==> config.mk <==
export PLATFORM = sky130hd
export DESIGN_NAME = stream_demux
export DESIGN_NICKNAME = d
export VERILOG_FILES = /design/src/rtl/stream_demux_pkg.sv /design/src/rtl/stream_demux_slot.sv /design/src/rtl/stream_demux.sv
export SDC_FILE = /design/constraint.sdc
export NUM_CORES = 1
export LEC_CHECK = 0
export BUFFER_PORTS_ARGS = -buffer_cell sky130_fd_sc_hd__buf_2
export CAP_MARGIN = 20
export CORE_MARGIN = 1.5
export CORE_UTILIZATION = 33
export CTS_CLUSTER_SIZE = 25
export DETAILED_ROUTE_END_ITERATION = 7
export GPL_TIMING_DRIVEN = 0
export PLACE_DENSITY = 0.52
export SYNTH_ARGS = -nofsm -noshare
export SYNTH_HDL_FRONTEND = slang
export SYNTH_SLANG_ARGS = --single-unit
==> constraint.sdc <==
create_clock -name clk -period 6.1 [get_ports clk]
set_input_delay 0.305 -clock clk [delete_from_list [all_inputs] [get_ports clk]]
set_output_delay 0.305 -clock clk [all_outputs]
set_load 0.01 [all_outputs]
==> src/rtl/stream_demux_pkg.sv <==
// Shared types and constants for the stream demultiplexer.
package stream_demux_pkg;

    // Packet framing state: IDLE waits for a first beat, ROUTE follows an open packet.
    typedef enum logic {
        IDLE  = 1'b0,
        ROUTE = 1'b1
    } state_e;

    // Width of the optional packet/drop statistics counters.
    localparam int CNT_W = 16;

    // Largest supported channel count.
    localparam int MAX_N = 8;

endpackage

==> src/rtl/stream_demux_slot.sv <==
// One output channel: a single-entry register with valid/ready handshake.
// space_o tells the router whether a new beat can be written this cycle
// (register empty, or being drained by the downstream at the same edge).
module stream_demux_slot #(
    parameter int WIDTH = 8
) (
    input  logic             clk,
    input  logic             rst_n,
    input  logic             fill_i,
    input  logic [WIDTH-1:0] data_i,
    input  logic             last_i,
    input  logic             ready_i,
    output logic             valid_o,
    output logic [WIDTH-1:0] data_o,
    output logic             last_o,
    output logic             space_o
);

    logic             valid_q, valid_d;
    logic [WIDTH-1:0] data_q, data_d;
    logic             last_q, last_d;

    // Load on fill, otherwise clear valid once the downstream takes the beat.
    always_comb begin
        valid_d = valid_q;
        data_d  = data_q;
        last_d  = last_q;
        if (fill_i) begin
            valid_d = 1'b1;
            data_d  = data_i;
            last_d  = last_i;
        end else if (ready_i) begin
            valid_d = 1'b0;
        end
    end

    // Entry register; payload only changes when a new beat is written.
    always_ff @(posedge clk or negedge rst_n) begin
        if (!rst_n) begin
            valid_q <= 1'b0;
            data_q  <= '0;
            last_q  <= 1'b0;
        end else begin
            valid_q <= valid_d;
            data_q  <= data_d;
            last_q  <= last_d;
        end
    end

    assign valid_o = valid_q;
    assign data_o  = data_q;
    assign last_o  = last_q;
    assign space_o = !valid_q || ready_i;

endmodule

==> src/rtl/stream_demux.sv <==
// Packet-level stream demultiplexer: the channel is chosen by sel on the
// first beat of a packet and held until the last beat. Packets aimed at a
// channel index >= N are swallowed without stalling the source.
// Optional statistics counters are enabled with STREAM_DEMUX_STATS_EN.
module stream_demux
    import stream_demux_pkg::*;
#(
    parameter int WIDTH = 8,
    parameter int N     = 4,
    parameter int SELW  = $clog2(N)
) (
    input  logic             clk,
    input  logic             rst_n,
    input  logic [WIDTH-1:0] in_data,
    input  logic             in_valid,
    input  logic             in_last,
    output logic             in_ready,
    input  logic [SELW-1:0]  sel,
    output logic [N*WIDTH-1:0] out_data,
    output logic [N-1:0]     out_valid,
    output logic [N-1:0]     out_last,
    input  logic [N-1:0]     out_ready,
`ifdef STREAM_DEMUX_STATS_EN
    output logic [CNT_W-1:0] pkt_cnt,
    output logic [CNT_W-1:0] drop_cnt,
`endif
    output logic             busy
);

    state_e          state_q, state_d;
    logic [SELW-1:0] cur_sel_q, cur_sel_d;
    logic [SELW-1:0] target;
    logic            target_ok;
    logic            target_space;
    logic            accept;
    logic [N-1:0]    fill;
    logic [N-1:0]    space;

    // Destination of the current beat: live sel on a first beat, latched sel afterwards.
    always_comb begin
        target       = (state_q == ROUTE) ? cur_sel_q : sel;
        target_ok    = int'(target) < N;
        target_space = 1'b0;
        for (int k = 0; k < N; k++) begin
            if (int'(target) == k) begin
                target_space = space[k];
            end
        end
    end

    // Discarded packets never stall; ready is forced low while reset is held.
    assign in_ready = rst_n && (!target_ok || target_space);
    assign accept   = in_valid && in_ready;
    assign busy     = (state_q == ROUTE);

    // Packet framing: open on a non-final first beat, close on an accepted last beat.
    always_comb begin
        state_d   = state_q;
        cur_sel_d = cur_sel_q;
        case (state_q)
            IDLE: begin
                if (accept) begin
                    cur_sel_d = sel;
                    if (!in_last) begin
                        state_d = ROUTE;
                    end
                end
            end
            ROUTE: begin
                if (accept && in_last) begin
                    state_d = IDLE;
                end
            end
            default: state_d = IDLE;
        endcase
    end

    // Framing state and latched destination.
    always_ff @(posedge clk or negedge rst_n) begin
        if (!rst_n) begin
            state_q   <= IDLE;
            cur_sel_q <= '0;
        end else begin
            state_q   <= state_d;
            cur_sel_q <= cur_sel_d;
        end
    end

    for (genvar gi = 0; gi < N; gi++) begin : g_slot
        assign fill[gi] = accept && target_ok && (int'(target) == gi);

        stream_demux_slot #(
            .WIDTH (WIDTH)
        ) u_slot (
            .clk     (clk),
            .rst_n   (rst_n),
            .fill_i  (fill[gi]),
            .data_i  (in_data),
            .last_i  (in_last),
            .ready_i (out_ready[gi]),
            .valid_o (out_valid[gi]),
            .data_o  (out_data[gi*WIDTH +: WIDTH]),
            .last_o  (out_last[gi]),
            .space_o (space[gi])
        );
    end

`ifdef STREAM_DEMUX_STATS_EN
    logic [CNT_W-1:0] pkt_q;
    logic [CNT_W-1:0] drop_q;

    // Count completed packets per outcome, saturating at all-ones.
    always_ff @(posedge clk or negedge rst_n) begin
        if (!rst_n) begin
            pkt_q  <= '0;
            drop_q <= '0;
        end else if (accept && in_last) begin
            if (target_ok) begin
                if (pkt_q != '1) pkt_q <= pkt_q + CNT_W'(1);
            end else begin
                if (drop_q != '1) drop_q <= drop_q + CNT_W'(1);
            end
        end
    end

    assign pkt_cnt  = pkt_q;
    assign drop_cnt = drop_q;
`endif

endmodule

; ---- Yosys cells after proc, flatten, opt, wreduce, memory -nomap -nowiden
; Cells that the tools add are included.
[classes]
n_reduce_logical = 21
n_bitwise = 1
n_eq_ne = 3
n_mux = 17
[op_table]
columns = op, count
row1 = 1-bit 2-to-1 mux, 15
row2 = 2-bit nonzero test, 4
row3 = 1-bit logical AND, 7
row4 = 2-bit equality test (second input constant), 2
row5 = 1-bit zero test, 4
row6 = 1-bit logical OR, 4
row7 = 2-bit by 1-bit equality test with 1-bit output (second input constant), 1
row8 = 2-bit zero test, 1
row9 = 2-bit 2-to-1 mux, 1
row10 = 1-bit one-hot mux with 2 select lines, 1
row11 = 2-bit AND reduction, 1
row12 = 1-bit inverter, 1
[totals]
ff_bits = 43

; ---- Depth between registers and ports, before layout
; Gate-level depths: netlist of run 1.
[logic_depth]
ltp_word = 11
ltp_mapped = 7

; ---- Modules after synthesis
; Synthesis of run 1 repeated with hierarchy kept, for this count alone.
[unflattened]
hier_cells = 128
area_unflattened_um2 = 1999.4
[by_module_without_submodules]
columns = module, cells_per_inst, n_inst, seq_area_each_um2, area_each_um2
row1 = stream_demux_slot, 22, 4, 250.2, 409.1
row2 = stream_demux, 40, 1, 75.1, 362.8

; ---- Least setup slack after synthesis of run 1
; OpenSTA, ideal clock, no wires.
[synth_timing]
kind = register to register
start = register (tool-made name)
end = register g_slot[1].u_slot.data_q[0]
t_required_ns = 5.975
n_path_buf = 2
arrival_ns = 1.898
setup_time_ns = 0.125
setup_slack_ns = 4.077
path_stages_with_launch = 8
path_cell_list = dfrtp_1 > buf_6 > nand2_1 > o32ai_2 > a2111oi_4 > a21bo_1 > buf_6 > mux2_4
[synth_rtl]
columns = item, line
row1 = to (signal assigned), stream_demux_slot.sv:45  ; data_q <= data_d;
row2 = to (decl), stream_demux_slot.sv:20  ; logic [WIDTH-1:0] data_q, data_d;

==> out/summary.txt, run 1 <==
Status - finished, final reports clean
CP max stage cell - nand4_1
Final cycle utilization of the critical path - 0.358
Yosys reg bits - 43
Crit start category - register
R2R Setup Slk - 3.92 ns
CTS tree - yes
Multi-input gate area in the final layout - 692 um2
Total GRT Usage - 0.132
Max H-tree Level - 2
Die area - 0.00608 mm2
Worst hold path cell count - 2
Sequential share of the synthesized area - 0.580
Final Hold Fails - 0
DP Wirelength - 2.68 mm
Syn Nets - 141
Clock net sink count - 43
Worst min path class - input pin to register
Sequential Power Share - 0.446
Ant. Diodes - 0
Reg-to-reg critical path endpoint - g_slot[0].u_slot.data_o[1]$_DFFE_PN0P_
WL final - 3.86 mm
Crit Path Max Fanout - 10
Post-Place Cell Area - 0.00224 mm2
Max Cap Violations - 0
Drt first pass iters - 4
Final WS setup - 3.92 ns
Cell Pwr Density - 466 mW/mm2
Net Sw Frac - 0.321
CP delay by family, top - simple AND/OR/NAND/NOR gates
Top cell type's share of synthesized area - 0.580
Post-Route Setup TNS - 0 ns
Row count - 27
Crit Path Class - register to register
Commonest non-fill, non-tap cell in the layout - buf_2
Cells after Synth - 123
I/O Pins - 60
Critical Path RT - 6.27 ns
Num CTS Buffers - 5
RSZ-0062 raised after global routing - false
Setup violations, final - 0
Register area - 0.00108 mm2
Die Height - 78.0 um
Slew Viols, Final - 0
Main area contributors after synthesis - dfrtp_1, mux2_2, mux2_4
Worst hold start - in_last
Min Tclk post-route - 2.18 ns
First-pass GRT wire length - 6.09 mm
Fmax - 0.458 GHz
Worst Tran Pin Value - 0.704 ns
Cts hold-fix bufs - 0
Hold_ws - 0.272 ns
Vias in the first global route - 1193
GPL Wtd Cong - 0.699
CP Capture Type - register
Die X - 78.0 um
Internal power - 742 uW
Starting DRT DRC Count - 9
Post-synth top area cell - dfrtp_1
Setup bufs post-CTS - 0
Buf+Inv Stages, Crit Path - 1
Worst R2R Path Depth - 4
Critical-path cell list - buf_6, o32ai_1, nand4_1, mux2_2
Vias after detailed routing - 1196
Buffers on Ports - 59
Worst slew margin - 0.529
Final Cell Area - 0.00234 mm2
Synth cell types - 24
Clock Latency Late Sink - 0.28 ns
Core area - 0.00547 mm2
CTS Buffer Depth - 2
WP data arrival - 2.35 ns
Synth-to-layout area growth - 26.3%
Post-Syn Area - 0.00185 mm2
Grt total ovfl - 0
Via-to-Cell Ratio - 4.56
Syn avg cell area - 15.1 um2
Fillers - 536
Ys Warns - 0
Static leakage - 1.17 nW
Layout Utilization - 0.428
Largest net degree at the start of global routing - 47
Clk pin slew, worst setup/hold paths - 0.07 ns
Pre-CTS setup slack - 3.42 ns
Most frequent cells in the layout - buf_2, dfrtp_1, mux2_2, mux2_4, buf_4
Crit-path max cell delay - 0.64 ns
Maximum vdd drop - 0.203 mV
Initial antenna violation count - 0
# DRC - 0
ANT nets after route - 0
Logic pwr share - 0.404
Starting Density - 0.339
Avg WL per Cell - 14.7 um
Psw - 350 uW
CTS root buf - clkbuf_8
Post-Route Skew - 0.00571 ns
Final net count - 209
Layout cell share with drive strength beyond 1 - 0.637
Clk pwr share - 0.150
Resize count post-CTS - 0
==> cell families after synthesis <==
logic type,after synthesis,synth area share
flip-flops,43,0.580
multiplexers,38,0.249
AND/OR/NAND/NOR,22,0.0729
buffers and inverters,11,0.0466
AO/OA/AOI/OAI,9,0.0513
==> cells in the mapped netlist, drive strengths merged <==
library cell / number
or2b: 2
nand2b: 4
a211oi: 1
nand4: 1
buf: 10
mux2: 38
a31oi: 1
nor2b: 1
a21bo: 1
a21oi: 3
nand2: 8
and3: 1
o32ai: 2
nand3b: 3
inv: 1
dfrtp: 43
a2111oi: 1
nand3: 1
or3b: 1
==> worst max-delay path by stage <==
stage	from	end	slack, ns	cells past startpoint
floorplan	register	g_slot[1].u_slot.data_o[0]$_DFFE_PN0P_	4.08	7
global placement	rst_n	g_slot[0].u_slot.data_o[3]$_DFFE_PN0P_	3.49	3
detailed placement	rst_n	g_slot[0].u_slot.data_o[0]$_DFFE_PN0P_	3.42	3
CTS	rst_n	g_slot[0].u_slot.data_o[1]$_DFFE_PN0P_	3.75	3
global route	register	g_slot[0].u_slot.data_o[3]$_DFFE_PN0P_	3.78	4
finish	register	g_slot[0].u_slot.data_o[1]$_DFFE_PN0P_	3.92	4
==> state kept, by name, summed over array words and instances, names as in the netlist, named ones only <==
register and flops:
cur_sel_q 2, g_slot.u_slot.last_o 4, g_slot.u_slot.valid_o 4, g_slot.u_slot.data_o 32
==> power groups by stage <==
stage                     logic, mW  registers [mW]  clock network, mW
after global placement        0.437           0.485                  0
after detailed placement      0.448           0.491                  0
after CTS                     0.447           0.489              0.172
after floorplan               0.218           0.537                  0
after global routing          0.477           0.506              0.186
final                         0.441           0.487              0.163
==> stage by stage <==
step           cells  power [mW]
2_1_floorplan    123       0.756
5_1_grt          262        1.17
3_5_place_dp     254       0.939
3_3_place_gp     254       0.922
4_1_cts          260        1.11
6_report         262        1.09
==> routing by layer <==
layer,GRT usage,vias to the layer above,wire length [um]
li1,-,564,-
met1,0.178,581,1820
met2,0.198,46,1710
met3,0.0459,5,279
met4,0.0429,0,44
met5,0,-,0
==> cell type report <==
| type | count | area share |
|---|---|---|
| Buffer | 10 | 0.0353 |
| Timing Repair Buffer | 61 | 0.139 |
| Inverter | 1 | 0.00160 |
| Sequential cell | 43 | 0.459 |
| Tap cell | 72 | 0.0385 |
| Multi-Input combinational cell | 69 | 0.295 |
| Clock buffer | 6 | 0.0310 |
(Power assumes the default switching activity.)
==> run 2, diff against run 1 <==
==> constraint.sdc (replaced) <==
create_clock -name clk -period 2.3 [get_ports clk]
set_input_delay 0.115 -clock clk [delete_from_list [all_inputs] [get_ports clk]]
set_output_delay 0.115 -clock clk [all_outputs]
set_load 0.01 [all_outputs]
==> run 2 against run 1 <==
Compared with the run above: cell count rose by 0.38%; wire length rose by 0.54%; combinational power rose to 2.7 times the previous value; first-iteration DRC count rose by 89%; maximum frequency rose by 3.2%; non-clock buffer count rose by 1; design area rose by 0.32%; critical path depth rose by 3; core utilization rose by 0.14 points; critical path type unchanged; sequential power rose to 2.6 times the previous value.
==> out/summary.txt, run 2 (synthesized netlist as in run 1, its figures left out) <==
ANT nets after route - 0
Setup violations, final - 0
Status - finished, final reports clean
Fillers - 535
Layout cell share with drive strength beyond 1 - 0.639
Max reg flops - 32
Final cycle utilization of the critical path - 0.920
Num CTS Buffers - 5
Synth-to-layout area growth - 26.7%
CP delay by family, top - compound AO/OA/AOI/OAI gates
Crit start category - register
Worst hold start - in_last
R2R Setup Slk - 0.18 ns
Final Cell Area - 0.00235 mm2
Final net count - 210
Buf+Inv Stages, Crit Path - 2
Die X - 78.0 um
RSZ-0062 raised after global routing - false
Resize count post-CTS - 0
Vias after detailed routing - 1213
Post-Place Cell Area - 0.00224 mm2
Buffers on Ports - 59
Internal power - 1.97 mW
CTS Buffer Depth - 2
Clock net sink count - 43
Clk pin slew, worst setup/hold paths - 0.07 ns
Critical Path RT - 2.47 ns
Post-Route Skew - 0.00348 ns
Via-to-Cell Ratio - 4.61
CP Capture Type - register
Net Sw Frac - 0.321
Final Hold Fails - 0
Psw - 929 uW
CP max stage cell - a2111oi_4
# DRC - 0
GPL Wtd Cong - 0.699
Crit path top cell by count - buf_6
CTS root buf - clkbuf_8
Reg-to-reg critical path endpoint - g_slot[1].u_slot.data_o[1]$_DFFE_PN0P_
Initial antenna violation count - 0
Avg WL per Cell - 14.7 um
Total GRT Usage - 0.132
Final WS setup - 0.184 ns
DP Wirelength - 2.68 mm
Sequential Power Share - 0.446
Crit Path Class - register to register
Drt first pass iters - 4
Clock Latency Late Sink - 0.28 ns
First-pass GRT wire length - 6.09 mm
Vias in the first global route - 1193
Starting DRT DRC Count - 17
Worst R2R Path Depth - 7
I/O Pins - 60
Fmax - 0.473 GHz
Cell Pwr Density - 1230 mW/mm2
Clk pwr share - 0.149
Worst min path class - input pin to register
Max Cap Violations - 0
Die Height - 78.0 um
Core area - 0.00547 mm2
Logic pwr share - 0.405
Worst Tran Pin Value - 0.442 ns
Crit-path max cell delay - 0.52 ns
Largest net degree at the start of global routing - 47
Layout Utilization - 0.429
Starting Density - 0.339
Grt total ovfl - 0
CTS tree - yes
Static leakage - 1.18 nW
Slew Viols, Final - 0
Row count - 27
Maximum vdd drop - 0.537 mV
Crit Path Max Fanout - 10
WL final - 3.88 mm
Max H-tree Level - 2
Min Tclk post-route - 2.12 ns
Worst hold path cell count - 2
Worst slew margin - 0.706
Critical-path cell list - buf_6, nand2_1, o32ai_2, a2111oi_4, a21bo_1, buf_6, mux2_4
Die area - 0.00608 mm2
WP data arrival - 2.29 ns
Pre-CTS setup slack - -0.188 ns
Commonest non-fill, non-tap cell in the layout - buf_2
Ant. Diodes - 0
Most frequent cells in the layout - buf_2, dfrtp_1, mux2_2, mux2_4, buf_4
run 2: per-stage QoR:
stage	cells	power [mW]	TNS, ns	hold WS [ns]
detailed placement	254	2.49	-4.17	0.337
finish	263	2.90	0	0.0767
global placement	254	2.45	-2.24	0.310
CTS	260	2.94	0	0.0266
global route	263	3.10	0	0.0857
floorplan	123	2.00	0	-0.181
run 2: per-layer routing:
metal / wire [um] / up-vias / global-route usage
li1: - / 567 / -
met1: 1780 / 592 / 0.178
met2: 1760 / 48 / 0.198
met3: 286 / 6 / 0.0459
met4: 50 / 0 / 0.0429
met5: 0 / - / 0
run 2: power by group through the flow:
stage                     sequential (mW)  combinational [mW]  clock (mW)
final                                1.29                1.17       0.433
after CTS                            1.30                1.19       0.455
after floorplan                      1.43               0.579           0
after detailed placement             1.30                1.19           0
after global routing                 1.34                1.27       0.493
after global placement               1.29                1.16           0
run 2: how the worst max path moves through the flow:
stage	depth (start not counted)	end
6_report	7	g_slot[1].u_slot.data_o[1]$_DFFE_PN0P_
5_1_grt	7	g_slot[1].u_slot.data_o[4]$_DFFE_PN0P_
4_1_cts	4	g_slot[0].u_slot.data_o[1]$_DFFE_PN0P_
3_5_place_dp	3	g_slot[0].u_slot.data_o[0]$_DFFE_PN0P_
3_3_place_gp	3	g_slot[0].u_slot.data_o[3]$_DFFE_PN0P_
2_1_floorplan	7	g_slot[1].u_slot.data_o[0]$_DFFE_PN0P_
run 2: what timing repair did:
| action | 4_1_cts | 5_1_grt |
|---|---|---|
| hold buffers | 0 | 1 |
| buffers inserted | 0 | 1 |
| endpoints found under the setup margin | 0 | 8 |
| hold endpoints to repair | 0 | 10 |
run 2: final cells by class:
class                           count  area, um2  area share
Clock buffer                        6       72.6      0.0309
Buffer                             10       82.6      0.0351
Multi-Input combinational cell     69        692       0.294
Inverter                            1       3.75     0.00160
Sequential cell                    43       1080       0.458
Timing Repair Buffer               62        333       0.142
Tap cell                           72       90.1      0.0383
run 2: worst register-to-register path: stages (launching register included):
cell and delay [ns]:
dfrtp_1 0.40, buf_6 0.15, nand2_1 0.07, o32ai_2 0.12, a2111oi_4 0.52, a21bo_1 0.27
buf_6 0.17, mux2_4 0.31
==> run 3, diff against run 2 <==
--- a/config.mk
+++ b/config.mk
@@ -12,7 +12,6 @@
 export CTS_CLUSTER_SIZE = 25
 export DETAILED_ROUTE_END_ITERATION = 7
 export GPL_TIMING_DRIVEN = 0
-export PLACE_DENSITY = 0.52
 export SYNTH_ARGS = -nofsm -noshare
 export SYNTH_HDL_FRONTEND = slang
 export SYNTH_SLANG_ARGS = --single-unit
==> run 3 against run 2 <==
Compared with the run above: sequential power barely moved; die area is the same; cell count is 0.38% higher; combinational power hardly changed; via count down 3.5%; first-iteration DRC count rose by 110%; worst setup slack got worse by 0.0087 ns; non-clock buffer count is 1 lower; global-route usage rose by 0.17 points; sequential share of layout area fell by 0.097 points; core utilization up 0.091 points; critical path type unchanged; critical endpoint is now g_slot[1].u_slot.data_o[3]$_DFFE_PN0P_.
==> out/summary.txt, run 3 (synthesized netlist as in run 1, its figures left out) <==
Fmax - 0.471 GHz
CTS Buffer Depth - 2
Commonest non-fill, non-tap cell in the layout - buf_2
Crit Path Class - register to register
Clock Latency Late Sink - 0.29 ns
Crit path top cell by count - buf_6
Avg WL per Cell - 14.3 um
Core area - 0.00547 mm2
Worst slew margin - 0.568
Clock net sink count - 43
Worst R2R Path Depth - 7
Final cycle utilization of the critical path - 0.924
Synth-to-layout area growth - 27.0%
Total GRT Usage - 0.134
Worst Tran Pin Value - 0.645 ns
WP data arrival - 2.30 ns
Most frequent cells in the layout - buf_2, dfrtp_1, mux2_2, mux2_4, buf_4
Crit-path max cell delay - 0.55 ns
Largest net degree at the start of global routing - 47
Critical-path cell list - buf_6, nand2_1, o32ai_2, a2111oi_4, a21bo_1, buf_6, mux2_4
CP Capture Type - register
I/O Pins - 60
GPL Wtd Cong - 0.724
Crit start category - register
Placed cell count - 254
Layout cell share with drive strength beyond 1 - 0.641
Max reg flops - 32
Vias after detailed routing - 1171
Die X - 78.0 um
CTS root buf - clkbuf_8
Hold Path End - g_slot[3].u_slot.valid_o$_DFFE_PN0P_
Final Hold Fails - 0
Clk pin slew, worst setup/hold paths - 0.08 ns
Vias in the first global route - 1175
Cell Pwr Density - 1240 mW/mm2
Worst hold path cell count - 3
Via-to-Cell Ratio - 4.44
Slew Viols, Final - 0
Num CTS Buffers - 5
Static leakage - 1.18 nW
R2R Setup Slk - 0.18 ns
Starting DRT DRC Count - 35
Post-Route Setup TNS - 0 ns
Buffers on Ports - 59
Worst min path class - input pin to register
Status - finished, final reports clean
Die area - 0.00608 mm2
Die Height - 78.0 um
Setup bufs post-CTS - 0
ANT nets after route - 0
Min Tclk post-route - 2.12 ns
Starting Density - 0.339
Post-Route Skew - 0.00650 ns
CP max stage cell - a2111oi_4
Drt first pass iters - 4
Maximum vdd drop - 0.380 mV
Reg-to-reg critical path endpoint - g_slot[1].u_slot.data_o[3]$_DFFE_PN0P_
# DRC - 0
Grt total ovfl - 0
Worst hold start - out_ready[3]
WL final - 3.79 mm
Max Cap Violations - 0
CTS tree - yes
Final net count - 209
RSZ-0062 raised after global routing - false
Max H-tree Level - 2
First-pass GRT wire length - 6.09 mm
Critical Path RT - 2.48 ns
Ant. Diodes - 0
Fillers - 543
Crit Path Max Fanout - 10
Row count - 27
Initial antenna violation count - 0
DP Wirelength - 2.63 mm
Finished Layout Cells - 264
Setup violations, final - 0
run 3: cell count changes in the layout (fill, tap and decap cells not counted):
cell	before	now
buf_4	9	8
clkinv_2	0	1
clkinvlp_4	0	1
run 3: metrics by stage:
| stage | worst slack [ns] | power (mW) | utilization | hold WS, ns | cell area, um2 |
|---|---|---|---|---|---|
| CTS | 0.114 | 2.97 | 0.425 | 0.0314 | 2320 |
| global route | 0.00320 | 3.12 | 0.430 | 0.0600 | 2350 |
| detailed placement | -0.212 | 2.48 | 0.409 | 0.360 | 2240 |
| finish | 0.175 | 2.92 | 0.430 | 0.0618 | 2350 |
| global placement | -0.205 | 2.45 | 0.409 | 0.340 | 2240 |
| floorplan | 0.277 | 2.00 | - | -0.181 | 1850 |
run 3: what timing repair did:
item	CTS	global route
hold endpoints to repair	0	11
hold buffers	0	1
gates resized for setup	0	0
endpoints found under the setup margin	0	0
run 3: layer usage:
layer,global-route usage,vias to the layer above,part of all wire
met5,0,-,0
li1,-,563,-
met1,0.168,560,0.45
met4,0.0554,0,0.018
met2,0.208,41,0.46
met3,0.0494,7,0.067
run 3: worst max path at each step:
stage | startpoint | to | slack [ns]
5_1_grt | register | g_slot[0].u_slot.data_o[7]$_DFFE_PN0P_ | 0.003
4_1_cts | rst_n | g_slot[1].u_slot.data_o[4]$_DFFE_PN0P_ | 0.11
6_report | register | g_slot[1].u_slot.data_o[3]$_DFFE_PN0P_ | 0.18
3_5_place_dp | rst_n | g_slot[1].u_slot.data_o[4]$_DFFE_PN0P_ | -0.21
3_3_place_gp | rst_n | g_slot[0].u_slot.data_o[7]$_DFFE_PN0P_ | -0.20
2_1_floorplan | register | g_slot[1].u_slot.data_o[0]$_DFFE_PN0P_ | 0.28
run 3: where the power goes:
group | switching [mW] | internal, mW | leakage [nW]
combinational | 0.505 | 0.658 | 0.615
clock | 0.262 | 0.213 | 0.0412
sequential | 0.178 | 1.11 | 0.521
total | 0.946 | 1.98 | 1.18
run 3: layout make-up:
class / count / area [um2] / area share
multi-input cells: 69 / 692 / 0.294
flip-flops and latches: 43 / 1080 / 0.457
plain buffers: 10 / 82.6 / 0.0351
clock buffers: 6 / 72.6 / 0.0308
well taps: 72 / 90.1 / 0.0383
clock inverters: 2 / 12.5 / 0.00531
repair buffers: 61 / 325 / 0.138
inverters: 1 / 3.75 / 0.00159
run 3: worst max-delay path, delay by kind of cell, from the launching register on:
kind / cells / cell delay (ns)
compound gates: 3 / 0.94
flops: 1 / 0.39
simple gates: 1 / 0.07
mux: 1 / 0.30
buf+inv: 2 / 0.30
